`src/rtl/uart_rx_blk.sv`:
```
// 8N1 UART receiver: synchronizes RX, centre-samples each bit and hands bytes to the consumer
// through rx_data/rdy, with false-start rejection, framing-error and overrun flags.
module uart_rx_blk #(
  parameter int BAUD_DIV = 2604,
  parameter int HALF_DIV = BAUD_DIV / 2
) (
  input  logic       clk,
  input  logic       rst_n,
  input  logic       RX,
  input  logic       clr_rdy,
  output logic [7:0] rx_data,
  output logic       rdy,
  output logic       frm_err,
  output logic       ovr_err
);

  typedef enum logic [1:0] {IDLE, START, DATA, STOP} state_t;

  localparam logic [11:0] L_HALF_LOAD = 12'(HALF_DIV - 1);
  localparam logic [11:0] L_BAUD_LOAD = 12'(BAUD_DIV - 1);

  state_t      r_state;
  state_t      w_nextState;
  logic        r_rxMeta;
  logic        r_rxS;
  logic        r_rxPrev;
  logic [11:0] r_baudCnt;
  logic [3:0]  r_bitCnt;
  logic [7:0]  r_shift;
  logic        w_fall;
  logic        w_sample;
  logic        w_shiftEn;
  logic        w_clrFrm;
  logic        w_setFrm;
  logic        w_setRdy;

  assign w_fall   = r_rxPrev & ~r_rxS;
  assign w_sample = (r_baudCnt == 12'd0);

  // r_rxPrev holds the previous synchronized value so a falling edge is seen only once
  always_ff @(posedge clk) begin
    if (!rst_n) begin
      r_rxMeta <= 1'b1;
      r_rxS    <= 1'b1;
      r_rxPrev <= 1'b1;
    end else begin
      r_rxMeta <= RX;
      r_rxS    <= r_rxMeta;
      r_rxPrev <= r_rxS;
    end
  end

  always_ff @(posedge clk) begin
    if (!rst_n) r_state <= IDLE;
    else        r_state <= w_nextState;
  end

  always_comb begin
    w_nextState = r_state;
    unique case (r_state)
      IDLE:  if (w_fall) w_nextState = START;
      START: if (w_sample) w_nextState = r_rxS ? IDLE : DATA;
      DATA:  if (w_sample && (r_bitCnt == 4'd7)) w_nextState = STOP;
      STOP:  if (w_sample) w_nextState = IDLE;
      default: w_nextState = IDLE;
    endcase
  end

  always_comb begin
    w_shiftEn = (r_state == DATA)  && w_sample;
    w_clrFrm  = (r_state == START) && w_sample && !r_rxS;
    w_setRdy  = (r_state == STOP)  && w_sample &&  r_rxS;
    w_setFrm  = (r_state == STOP)  && w_sample && !r_rxS;
  end

  // The counter parks at zero in IDLE and reloads on every sample so each bit is centre-sampled
  always_ff @(posedge clk) begin
    if (!rst_n) begin
      r_baudCnt <= 12'd0;
    end else if (r_state == IDLE) begin
      r_baudCnt <= w_fall ? L_HALF_LOAD : 12'd0;
    end else if (w_sample) begin
      r_baudCnt <= (w_nextState == IDLE) ? 12'd0 : L_BAUD_LOAD;
    end else begin
      r_baudCnt <= r_baudCnt - 12'd1;
    end
  end

  always_ff @(posedge clk) begin
    if (!rst_n) begin
      r_bitCnt <= 4'd0;
      r_shift  <= 8'h00;
    end else if (w_clrFrm) begin
      r_bitCnt <= 4'd0;
    end else if (w_shiftEn) begin
      r_bitCnt <= r_bitCnt + 4'd1;
      r_shift  <= {r_rxS, r_shift[7:1]};
    end
  end

  // A new byte beats a simultaneous clr_rdy; overrun only when the old byte was never acknowledged
  always_ff @(posedge clk) begin
    if (!rst_n) begin
      rx_data <= 8'h00;
      rdy     <= 1'b0;
      frm_err <= 1'b0;
      ovr_err <= 1'b0;
    end else begin
      if (w_setRdy) begin
        rx_data <= r_shift;
        rdy     <= 1'b1;
      end else if (clr_rdy) begin
        rdy     <= 1'b0;
      end

      if (w_setRdy && rdy && !clr_rdy) ovr_err <= 1'b1;
      else if (clr_rdy)                ovr_err <= 1'b0;

      if (w_setFrm)      frm_err <= 1'b1;
      else if (w_clrFrm) frm_err <= 1'b0;
    end
  end

endmodule

```
`config.mk`:
```
export PLATFORM = sky130hd
export DESIGN_NAME = uart_rx_blk
export DESIGN_NICKNAME = d
export VERILOG_FILES = /design/src/rtl/uart_rx_blk.sv
export SDC_FILE = /design/constraint.sdc
export NUM_CORES = 1
export LEC_CHECK = 0
export CORE_MARGIN = 1
export CORE_UTILIZATION = 45
export CTS_CLUSTER_DIAMETER = 120
export DETAILED_ROUTE_END_ITERATION = 7
export MAX_ROUTING_LAYER = met4
export SYNTH_ARGS = -nofsm -noshare
export SYNTH_HDL_FRONTEND = slang
export SYNTH_SLANG_ARGS = --single-unit
```
`constraint.sdc`:
```
create_clock -name clk -period 2.8 [get_ports clk]
set_input_delay 0.56 -clock clk [delete_from_list [all_inputs] [get_ports clk]]
set_output_delay 0.56 -clock clk [all_outputs]
set_load 0.005 [all_outputs]
```
# Word-level counts from Yosys, hierarchy flattened
# Index checks and enable logic that the tools add are counted.
op_classes:
  n_addsub: 2
  eq_ne: 4
  n_mux: 15
  n_bitwise: 4
  reduce_logical: 19
ops:
  columns: ["operator", "n"]
  rows:
  - ["$mux W12", 3]
  - ["$logic_not A12 Y1", 1]
  - ["$sub A12 B1 Y12 const B", 1]
  - ["$mux W11", 1]
  - ["$mux W2", 5]
  - ["$logic_and A1 B1 Y1", 9]
  - ["$pmux W2 S4", 1]
  - ["$reduce_bool A2 Y1", 3]
  - ["$mux W1", 5]
  - ["$add A4 B1 Y4 const B", 1]
  - ["$eq A2 B2 Y1 const B", 2]
  - ["$eq A4 B3 Y1 const B", 1]
  - ["$logic_not A2 Y1", 2]
  - ["$not A1 Y1", 3]
  - ["$eq A2 B1 Y1 const B", 1]
  - ["$logic_not A1 Y1", 2]
  - ["$reduce_and A2 Y1", 1]
  - ["$reduce_or A2 Y1", 1]
  - ["$and A1 B1 Y1", 1]
word_totals:
  reg_bits: 40
  output_inout_bits: 11
  elab_cells: 55

# Longest topological paths before layout
logic_depth:
  depth_word: 8
  depth_mapped: 9
  mapped_depth_nobuf: 7

# Least setup slack after synthesis
# OpenSTA, ideal clock, no wires.
synth_path:
  path_type: "register to register"
  start: "register r_baudCnt[5]"
  end: "register r_baudCnt[9]"
  setup_time_ns: 0.091
  t_arrival_ns: 2.210
  required_ns: 2.709
  setup_slack_ns: 0.499
  path_stages_with_launch: 7
  path_buffers: 1
  synth_period_minus_slack_ns: 2.301
  path_cell_list: "dfxtp_1 -> or4_1 -> buf_2 -> or4_4 -> or3_1 -> a31o_1 -> a311oi_1"
synth_via:
  elab_chain_len: 8
  elab_cells_between_ends: 11
synth_rtl:
  columns: ["element", "line_no", "text"]
  rows:
  - ["from (decl)", "27", "logic [11:0] r_baudCnt;"]
  - ["from (signal assigned)", "81", "r_baudCnt <= w_fall ? L_HALF_LOAD : 12'd0;"]
  - ["from (signal assigned)", "83", "r_baudCnt <= (w_nextState == IDLE) ? 12'd0 : L_BAUD_LOAD;"]
  - ["from (signal assigned)", "85", "r_baudCnt <= r_baudCnt - 12'd1;"]
  - ["$logic_not A12 Y1", "38", "assign w_sample = (r_baudCnt == 12'd0);"]
  - ["$logic_and A1 B1 Y1", "63", "DATA: if (w_sample && (r_bitCnt == 4'd7)) w_nextState = STOP;"]
  - ["$mux W2", "63", null]
  - ["$pmux W2 S4", "60", "unique case (r_state)"]
  - ["$logic_not A2 Y1", "83", null]
  - ["$mux W12", "83", null]
  - ["$mux W12 (*)", "82", "end else if (w_sample) begin"]
  - ["$mux W12 (*)", "80", "end else if (r_state == IDLE) begin"]
# Every way passes the cells marked *; elsewhere a longest branch is shown, timed or not.
# A chain may end at the register's enable or synchronous reset.

# Final worst setup path
layout_path:
  start: "register r_baudCnt[4]"
  end: "register r_baudCnt[9]"
# Same word-level chain as after synthesis.

==> implementation parameters <==
Parameter                              Value

Run status
  Outcome    completed

Placement
  Weighted congestion at the end of routability-driven global placement    0.7542
  Pre-CTS setup slack    approximately 0.35 ns
  Number of instances in the placed design    250
  Area post-placement    between 1500 and 2000 µm²
  Post-DP HPWL    about 2.2 mm
  Number of port buffers    14

Floorplanning
  Initial cell density of the core    around half
  Width of the die    62.72 µm
  Die Y    62.72 µm
  Die footprint    3934 µm²
  Core Region    between 3000 and 4000 µm²
  Site row count    21
  Num ports    15

Cells and area
  Final design instance area without fill    roughly 1900 µm²
  Leading cell type in the layout, fill and taps excluded    sky130_fd_sc_hd__nand2_1
  Share of final-layout standard cells stronger than drive strength 1    between 6 and 7%
  Highest-count cells in the layout ignoring fill and taps    sky130_fd_sc_hd__nand2_1 (41), sky130_fd_sc_hd__dfxtp_1 (40), sky130_fd_sc_hd__a21oi_1 (24), sky130_fd_sc_hd__clkdlybuf4s50_1 (14), sky130_fd_sc_hd__nor2_1 (13)
  Ant diodes    0
  Final cell count without fillers    roughly 260
  Total number of nets in the final design    roughly 220
  Synthesis-to-layout area growth    16.06%

STA
  Number of hold-slack violations in the final timing report    0
  Final critical-path setup slack    roughly 0.33 ns
  Setup repair after global routing missed its margin    false
  Setup tns final    0 ns
  Period utilization    roughly nine tenths
  Number of endpoints failing setup at the final stage    0
  Post-route minimum period    roughly 2.5 ns
  Worst hold margin    about 0.41 ns
  Worst Max-Slew Pin Slew    about 0.4 ns
  Final-report max-slew violation count    0
  Headroom to the max-slew limit    between 70% and 80%
  Worst clock skew    approximately 0.0055 ns
  Highest achievable clock rate    just over 0.4 GHz

GRT
  Sum of overflow across all layers after global routing    0
  Largest net degree at the start of global routing    24
  Wire length of the first global-routing pass    about 5.8 mm
  Antenna violations before repair    0
  Overall routing resource usage    about a fifth
  Vias in the first global route    approximately 1400

Worst hold path
  Hold Path Class    flip-flop to flip-flop

Synthesis
  Number of warnings issued by yosys    0
  Post-synthesis sequential area ratio    a little under 50%
  Number of flops mapped to enable cells by yosys    0
  Count of cell types in the netlist    36
  Fraction of registers with async set/reset    0%
  Post-Synthesis Mean Instance Area    about 8.4 µm²
  Syn Inst Count    198
  Most used DFF post-synth    sky130_fd_sc_hd__dfxtp_1
  Number of storage elements in the synthesis netlist    40
  Net count after synthesis    around 210
  Cell Area, Synth    between 1500 and 2000 µm²

Setup path
  Cell-by-cell listing of the critical path    or4_1 -> or4_4 -> or3_1 -> a31o_1 -> a311oi_1
  CP max-delay cell    sky130_fd_sc_hd__or4_1
  Data arrival at the endpoint of the critical path    between 2 and 3 ns
  Crit path launch type    flip-flop
  Nature of the critical path endpoint    flip-flop
  Crit Path Max Fanout    6
  Critical Path RT    2.99 ns
  Worst setup path category    flip-flop to flip-flop
  Largest stage delay on the critical path    between 0.6 and 0.7 ns

Routing
  Total number of vias    1375
  Detail Route Antenna Nets    0
  Via-per-instance ratio    roughly 5.3
  Initial DRT Pass Iterations    4
  Routed WL per cell    approximately 12 µm
  Residual DRC count    0
  Wirelength, routed    around 3.2 mm
  Iter 0 DRT Violations    74

Clocking
  Latest clock arrival within the worst-skew pair    0.28 ns
  Root buf cell    sky130_fd_sc_hd__clkbuf_8
  Maximum count of clock buffers along a single path    2
  Count of clock tree sinks    40
  Cts repair resizes    0
  Clock-pin slew reported for the worst setup and hold paths after clock tree synthesis    roughly 0.07 ns
  Post-CTS Setup Inserts    0
  Number of buffers inserted during clock tree synthesis    5
  Hold-fix buffer count after cts    0
  CTS tree    built
  CTS HTree Levels    2

Power
  Power Density    slightly below 600 nW/µm²
  Largest voltage drop on the vdd net    approximately 380 µV
  Static leakage power    about 0.00070 µW

Flow run
  Number of max-cap violations    0
## Yosys cell counts (2+ instances only)
cell type | count | share of area, %
sky130_fd_sc_hd__ha_1 | 3 | 2.3
sky130_fd_sc_hd__clkbuf_1 | 9 | 2.0
sky130_fd_sc_hd__xor2_1 | 2 | 1.1
sky130_fd_sc_hd__nor3_1 | 4 | 1.2
sky130_fd_sc_hd__dfxtp_1 | 40 | 48
sky130_fd_sc_hd__and2_1 | 2 | 0.75
sky130_fd_sc_hd__nand2b_1 | 5 | 1.9
sky130_fd_sc_hd__a21oi_1 | 24 | 7.2
sky130_fd_sc_hd__o21ai_0 | 8 | 2.4
sky130_fd_sc_hd__or4_1 | 2 | 0.90
sky130_fd_sc_hd__nand2_1 | 41 | 9.3
sky130_fd_sc_hd__or3_1 | 5 | 1.9
sky130_fd_sc_hd__nor2_1 | 13 | 2.9
sky130_fd_sc_hd__mux2i_1 | 2 | 1.2
sky130_fd_sc_hd__nand3_1 | 3 | 0.90
sky130_fd_sc_hd__xnor2_1 | 7 | 3.7
sky130_fd_sc_hd__buf_2 | 2 | 0.60
sky130_fd_sc_hd__o221ai_1 | 2 | 1.1
sky130_fd_sc_hd__nand4b_1 | 3 | 1.6
sky130_fd_sc_hd__inv_1 | 4 | 0.90
sky130_fd_sc_hd__nor2b_1 | 2 | 0.75
## power by group
group          switching [µW]  leakage [µW]  internal, µW
registers                11.4      0.000323           579
clock network             178     0.0000455           201
logic                    84.1      0.000329          66.2
total                     273      0.000698           846
## routing by layer
metal	vias up	share of wire (%)	global-route usage, %
met5	-	0	-
met4	0	0.81	6.105
met3	4	3.5	4.927
met2	25	46	30.30
met1	646	50	22.95
li1	700	-	-
## registers in the layout (all words and copies together) (netlist names)
signal     cells
frm_err        1
r_shift        8
r_bitCnt       4
rx_data        8
r_rxMeta       1
r_rxPrev       1
r_rxS          1
r_baudCnt     12
ovr_err        1
rdy            1
r_state        2
## layout make-up
class                           instances  area (µm²)
Fill cell                             340        1516
Clock buffer                            8       90.09
Multi-Input combinational cell        143       799.5
Tap cell                               46       57.56
Inverter                                4       15.01
Sequential cell                        40       800.8
Timing Repair Buffer                   17       162.7
## cell families (layout without fill, tap and decap cells)
kind of cell             after synthesis  after routing  share of synthesized area (%)
AND/OR/NAND/NOR                       88             88                          25.87
AO/OA/AOI/OAI                         41             41                          14.10
flip-flops                            40             40                          48.27
buffers and inverters                 15             29                          3.544
XOR/XNOR                               9              9                          4.751
adder cells (fa/ha/maj)                3              3                          2.263
multiplexers                           2              2                          1.207
## worst max-delay path: cells and delay by family, from the launching register on
kind / cells / cell delay [ns]
AND/OR/NAND/NOR: 3 / 1.54
AO/OA/AOI/OAI: 2 / 0.49
flip-flops: 1 / 0.34
## stage by stage
stage          power [µW]  util [%]
2_1_floorplan       719.2         -
3_3_place_gp        747.9     53.33
3_5_place_dp        752.5     53.33
4_1_cts              1134     55.94
5_1_grt              1183     55.94
6_report             1119     55.94
## final timing paths
| kind | start | cells after the start | end | slack (ns) |
|---|---|---|---|---|
| max | r_baudCnt[4] | 5 | r_baudCnt[9] | 0.33 |
| min reg2reg | r_rxMeta | 1 | r_rxS | 0.41 |
| max reg2reg | r_baudCnt[4] | 5 | r_baudCnt[9] | 0.33 |
| min | r_rxMeta | 1 | r_rxS | 0.41 |
Power figures use the tool's default switching activity.
